## config.mk

```make
export PLATFORM = sky130hd
export DESIGN_NAME = video_tpg_multi
export DESIGN_NICKNAME = d
export VERILOG_FILES = /design/src/rtl/video_tpg_multi.sv
export SDC_FILE = /design/constraint.sdc
export NUM_CORES = 1
export LEC_CHECK = 0
export ABC_AREA = 1
export BUFFER_PORTS_ARGS = -buffer_cell sky130_fd_sc_hd__buf_2
export CAP_MARGIN = 20
export CORE_MARGIN = 2
export CORE_UTILIZATION = 62
export CTS_CLUSTER_DIAMETER = 150
export DETAILED_ROUTE_END_ITERATION = 8
export GPL_TIMING_DRIVEN = 0
export PLACE_DENSITY = 0.82
export SLEW_MARGIN = 20
export SYNTH_ARGS = -nofsm -noshare
export SYNTH_HDL_FRONTEND = slang
export SYNTH_SLANG_ARGS = --single-unit
```

## constraint.sdc

```tcl
create_clock -name clk -period 4.9 [get_ports clk]
set_input_delay 0.245 -clock clk [delete_from_list [all_inputs] [get_ports clk]]
set_output_delay 0.245 -clock clk [all_outputs]
set_load 0.05 [all_outputs]
```

## src/rtl/video_tpg_multi.sv

```systemverilog
// AXI4-Stream video test-pattern generator: solid / scrolling ramp / colour bars / checkerboard.
// Latency: first beat one clock after en is sampled high in IDLE; one beat per clock thereafter.
// Backpressure: tready low holds the registered beat; the frame simply stretches, never truncates.
module video_tpg_multi #(
   parameter int DATAW  = 32,
   parameter int BPC    = 8,
   parameter int SCRW   = 1280,
   parameter int SCRH   = 720,
   parameter int CHKLOG = 5
) (
   input  logic                 clk,
   input  logic                 rst,
   input  logic                 en,
   input  logic [1:0]           mode,
   input  logic [3*BPC-1:0]     solid_color,
   output logic [DATAW-1:0]     m_axis_tdata,
   output logic                 m_axis_tvalid,
   input  logic                 m_axis_tready,
   output logic                 m_axis_tuser,
   output logic                 m_axis_tlast,
   output logic [DATAW/8-1:0]   m_axis_tstrb,
   output logic [DATAW/8-1:0]   m_axis_tkeep,
   output logic                 m_axis_tid,
   output logic                 m_axis_tdest,
   output logic [15:0]          frame_cnt,
   output logic                 frame_done,
   output logic                 busy
);

   // Counters are widened so the checkerboard bit always exists, even on tiny test rasters.
   localparam int XW = ($clog2(SCRW) > CHKLOG) ? $clog2(SCRW) : CHKLOG + 1;
   localparam int YW = ($clog2(SCRH) > CHKLOG) ? $clog2(SCRH) : CHKLOG + 1;
   localparam logic [XW-1:0] XMAX = XW'(SCRW - 1);
   localparam logic [YW-1:0] YMAX = YW'(SCRH - 1);
   localparam logic [XW-1:0] BMAX = XW'(SCRW / 8 - 1);

   typedef enum logic {IDLE, ACTIVE} state_t;

   state_t             state, state_n;
   logic [XW-1:0]      x, x_n;
   logic [YW-1:0]      y, y_n;
   logic [2:0]         bar, bar_n;
   logic [XW-1:0]      bpos, bpos_n;
   logic [1:0]         mode_q, mode_s;
   logic [3*BPC-1:0]   color_q, color_s;
   logic [BPC-1:0]     f_q, f_s;
   logic [BPC-1:0]     ramp;
   logic [3*BPC-1:0]   pix;
   logic               hs, last_beat, load, step, stop;

   assign m_axis_tstrb = '1;
   assign m_axis_tkeep = '1;
   assign m_axis_tid   = 1'b0;
   assign m_axis_tdest = 1'b0;
   assign busy         = (state == ACTIVE);

   // FSM state register
   always_ff @(posedge clk or posedge rst) begin
      if (rst) state <= IDLE;
      else     state <= state_n;
   end

   // Next state: start a frame from IDLE, chain frames at the last beat while en stays high
   always_comb begin
      state_n   = state;
      load      = 1'b0;
      step      = 1'b0;
      stop      = 1'b0;
      hs        = m_axis_tvalid & m_axis_tready;
      last_beat = hs && (x == XMAX) && (y == YMAX);
      case (state)
         IDLE: begin
            if (en) begin
               state_n = ACTIVE;
               load    = 1'b1;
            end
         end
         ACTIVE: begin
            if (last_beat) begin
               if (en) begin
                  load = 1'b1;
               end else begin
                  state_n = IDLE;
                  stop    = 1'b1;
               end
            end else if (hs) begin
               step = 1'b1;
            end
         end
         default: state_n = IDLE;
      endcase
   end

   // Coordinates of the next beat; bar index advances on bar boundaries and saturates at 7
   always_comb begin
      x_n    = x;
      y_n    = y;
      bar_n  = bar;
      bpos_n = bpos;
      if (load) begin
         x_n    = '0;
         y_n    = '0;
         bar_n  = '0;
         bpos_n = '0;
      end else if (step) begin
         if (x == XMAX) begin
            x_n    = '0;
            y_n    = y + YW'(1);
            bar_n  = '0;
            bpos_n = '0;
         end else begin
            x_n = x + XW'(1);
            if (bar != 3'd7) begin
               if (bpos == BMAX) begin
                  bar_n  = bar + 3'd1;
                  bpos_n = '0;
               end else begin
                  bpos_n = bpos + XW'(1);
               end
            end
         end
      end
   end

   // Pattern parameters: a new frame takes live inputs, otherwise the values latched at SOF.
   // When chaining frames, the frame counter increments on the same edge, so use its next value.
   always_comb begin
      mode_s  = load ? mode : mode_q;
      color_s = load ? solid_color : color_q;
      if (load) f_s = last_beat ? BPC'(frame_cnt + 16'd1) : BPC'(frame_cnt);
      else      f_s = f_q;
   end

   // Pixel value of the next beat; component order is {R,B,G}
   always_comb begin
      pix  = '0;
      ramp = BPC'(x_n) + f_s;
      case (mode_s)
         2'd0: pix = color_s;
         2'd1: pix = {ramp, ramp, ramp};
         2'd2: pix = {{BPC{~bar_n[1]}}, {BPC{~bar_n[0]}}, {BPC{~bar_n[2]}}};
         2'd3: pix = (x_n[CHKLOG] ^ y_n[CHKLOG]) ? '1 : '0;
         default: pix = '0;
      endcase
   end

   // Registered stream outputs, position counters, SOF latches and frame statistics
   always_ff @(posedge clk or posedge rst) begin
      if (rst) begin
         x             <= '0;
         y             <= '0;
         bar           <= '0;
         bpos          <= '0;
         mode_q        <= '0;
         color_q       <= '0;
         f_q           <= '0;
         m_axis_tdata  <= '0;
         m_axis_tvalid <= 1'b0;
         m_axis_tuser  <= 1'b0;
         m_axis_tlast  <= 1'b0;
         frame_cnt     <= '0;
         frame_done    <= 1'b0;
      end else begin
         frame_done <= last_beat;
         if (last_beat) frame_cnt <= frame_cnt + 16'd1;
         if (load) begin
            mode_q  <= mode;
            color_q <= solid_color;
            f_q     <= f_s;
         end
         if (load | step) begin
            x             <= x_n;
            y             <= y_n;
            bar           <= bar_n;
            bpos          <= bpos_n;
            m_axis_tdata  <= DATAW'(pix);
            m_axis_tvalid <= 1'b1;
            m_axis_tuser  <= load;
            m_axis_tlast  <= (x_n == XMAX);
         end else if (stop) begin
            x             <= '0;
            y             <= '0;
            bar           <= '0;
            bpos          <= '0;
            m_axis_tvalid <= 1'b0;
            m_axis_tuser  <= 1'b0;
            m_axis_tlast  <= 1'b0;
         end
      end
   end

endmodule
```

==> impl_metrics.env <==
export IMPL_cp_max_fo=10
export IMPL_wl_per_cell_um=15.3
export IMPL_ys_ff_latch=114
export IMPL_max_slew_worst_pin_slew_ns=0.702
export IMPL_ios=93
export IMPL_drc_errors=0
export IMPL_met1Wirelength_um=6680
export IMPL_layout_commonest_cell="nand2_1"
export IMPL_clkTransAtPathRegs_ns=0.06
export IMPL_grt_pass1_wl_um=26400
export IMPL_relSlewSlack=0.527
export IMPL_numClockSinks=114
export IMPL_whs_ns=0.0419
export IMPL_rsz0062_at_grt="no"
export IMPL_rows=36
export IMPL_yosysWarnings=0
export IMPL_arrival_ns=4.54
export IMPL_grt_antenna_before_repair=0
export IMPL_die_h_um=104
export IMPL_place_congestion=0.900
export IMPL_setup_tns_ns=0
export IMPL_grt_total_usage=0.306
export IMPL_p_total_w=0.00317
export IMPL_fillerInstances=678
export IMPL_overflow=0
export IMPL_status="finished clean"
export IMPL_path_class="register to register"
export IMPL_hold_viol=0
export IMPL_avgSynthCellArea_um2=8.19
export IMPL_vias_per_cell=5.41
export IMPL_drt_pre_antenna_iters=7
export IMPL_grt_pass1_vias=5554
export IMPL_dpl_cell_area_um2=6850
export IMPL_period_needed_ns=4.11
export IMPL_wl_um=15900
export IMPL_setup_slack_ns=0.788
export IMPL_fmax_ghz=0.243
export IMPL_synthFlopType="dfrtp_1"
export IMPL_yosysSeqAreaShare=0.458
export IMPL_endpoint_kind="register"
export IMPL_synth_top_cell_area_share=0.458
export IMPL_synthesis_area_um2=6220
export IMPL_die_area_um2=10900
export IMPL_drive_above_1_share=0.180
export IMPL_cts_root_buf="clkbuf_8"
export IMPL_hold_path_class="primary input to register"
export IMPL_die_w_um=104
export IMPL_antenna_left=0
export IMPL_wl_met2_um=7970
export IMPL_top_layer_used="met4"
export IMPL_core_um2=9770
export IMPL_fin_area_um2=7690
export IMPL_clk_latency_ns=0.54
export IMPL_multi_input_area_um2=2790
export IMPL_clock_path_buffers=2
export IMPL_vias=5630
export IMPL_maxSlewViolCount=0
export IMPL_met3_length_um=917
export IMPL_cts_tree="done"
export IMPL_setup_violations=0
export IMPL_leakage_nw=4.25
export IMPL_ff_latch_area_um2=2850
export IMPL_initial_utilization=0.637
export IMPL_synth_largest_area_cell="dfrtp_1"
export IMPL_cts_buffers=17
export IMPL_ir_worst_vdd_mv=0.358
export IMPL_portBuffers=74
export IMPL_skew_ns=0.0137
export IMPL_syn_to_final_growth_pct=23.5
export IMPL_grt_max_degree=63
export IMPL_hpwl_um=10900
export IMPL_cts_resized=0
export IMPL_cp_required_ns=5.32
export IMPL_drt_iter0_markers=392
export IMPL_mostFrequentLayoutCells="nand2_1 (164), dfrtp_1 (114), inv_1 (100), buf_2 (82), nor2_1 (72)"
export IMPL_layout_nets=940
export IMPL_fin_crit_sh=0.839
export IMPL_synth_edf_count=0
export IMPL_cap_violations=0
export IMPL_synthArstFlopShare=1.00
export IMPL_ys_top_cells_by_area="dfrtp_1 (46%), nand2_1 (9.9%), inv_1 (6.1%)"
export IMPL_synthCells=760
export IMPL_synth_distinct_cells=45
export IMPL_htree_levels=4
export IMPL_diodes=0
export IMPL_power_density_nw_per_um2=412
export IMPL_start_kind="register"
export IMPL_post_place_ws_ns=0.931
-- cells in the mapped netlist (2+ instances only) --
cell type	count
clkbuf_1	6
o21ai_2	2
conb_1	2
nand2_1	164
o22ai_1	13
a21oi_1	15
nand2_4	5
buf_6	3
nor2_2	3
buf_4	19
xor2_1	18
nand4_1	14
buf_2	8
xnor2_1	8
dfrtp_1	114
inv_1	101
nand3_2	2
nand3_1	46
o211ai_1	2
ha_1	13
o21ai_1	22
nand2_2	9
and3_1	2
nor3_1	6
nor2_1	72
a31oi_1	3
o21ai_0	47
mux2i_1	24
-- critical path: stages (launching register included) --
cell	delay [ns]
dfrtp_1	0.42
ha_1	0.24
inv_1	0.10
nor2_4	0.18
nand2_4	0.09
nor2_8	0.14
nand2_4	0.09
nand2_4	0.09
nand2_4	0.08
buf_6	0.16
clkbuf_1	0.28
nand2_1	0.17
nand2_1	0.11
ha_1	0.23
fa_1	0.41
nand3_1	0.09
nand3_1	0.12
a21o_1	0.19
a21oi_1	0.16
xor2_1	0.26
a21oi_1	0.16
nor2_1	0.15
o21ai_1	0.07
-- registers in the layout (all words and copies together), names as in the netlist, 2 cells and up --
signal        count
x                11
bar               3
y                10
f_q               8
mode_q            2
m_axis_tdata     24
bpos             11
frame_cnt        16
color_q          24
-- area by class of cell --
type,count,share of cell area
sequential,114,0.371
clock inverter,9,0.0173
multi-input combinational,521,0.363
timing repair buffer,101,0.0856
inverter,104,0.0518
clock buffer,22,0.0576
buffer,37,0.0317
tap,133,0.0216
-- per-stage QoR --
stage	util	instances
after floorplan	-	776
after CTS	0.786	1041
after global placement	0.698	983
after global routing	0.786	1041
final	0.786	1041
after detailed placement	0.701	984
-- kinds of logic (layout without fill, tap and decap cells) --
group / count (synthesis) / in the layout / share of synthesized area
XOR/XNOR: 26 / 26 / 0.0366
AND/OR/NAND/NOR: 330 / 330 / 0.238
multiplexers: 24 / 24 / 0.0386
AO/OA/AOI/OAI: 109 / 109 / 0.0957
flip-flops: 114 / 114 / 0.458
other: 2 / 18 / 0.00121
buffers and inverters: 141 / 273 / 0.102
adder cells (fa/ha/maj): 14 / 14 / 0.0294
-- layer usage --
metal	GRT usage	vias to the layer above
li1	-	2680
met1	0.377	2711
met2	0.526	212
met3	0.0689	27
met4	0.114	0
met5	0	-
-- path summary, 6_finish.rpt --
kind | from | endpoint | slack (ns) | depth (start not counted)
setup / recovery | x[0]$_DFFE_PP0P_ | m_axis_tdata[22]$_DFFE_PP0N_ | 0.79 | 22
hold / removal | mode[0] | mode_q[0]$_DFF_PP0_ | 0.04 | 3
setup reg to reg | x[0]$_DFFE_PP0P_ | m_axis_tdata[22]$_DFFE_PP0N_ | 0.79 | 22
hold reg to reg | f_q[5]$_DFFE_PP0N_ | f_q[5]$_DFFE_PP0N_ | 0.47 | 2
max in group asynchronous | rst | frame_cnt[0]$_DFFE_PP0N_ | 3.92 | 4
min in group asynchronous | rst | m_axis_tdata[14]$_DFFE_PP0N_ | 0.30 | 3
-- where the power goes --
| part | internal [W] | switching (W) | leakage [nW] | total [W] |
|---|---|---|---|---|
| clock network | 0.000784 | 0.000429 | 0.275 | 0.00121 |
| registers | 0.00106 | 0.0000788 | 1.45 | 0.00114 |
| logic | 0.000230 | 0.000587 | 2.53 | 0.000817 |
-- repair_timing --
item                                    4_1_cts  5_1_grt
buffers inserted                              0        0
endpoints found under the setup margin        0        0
hold buffers                                 26        0
endpoints found under the hold margin        77        0
Power figures use the tool's default switching activity.
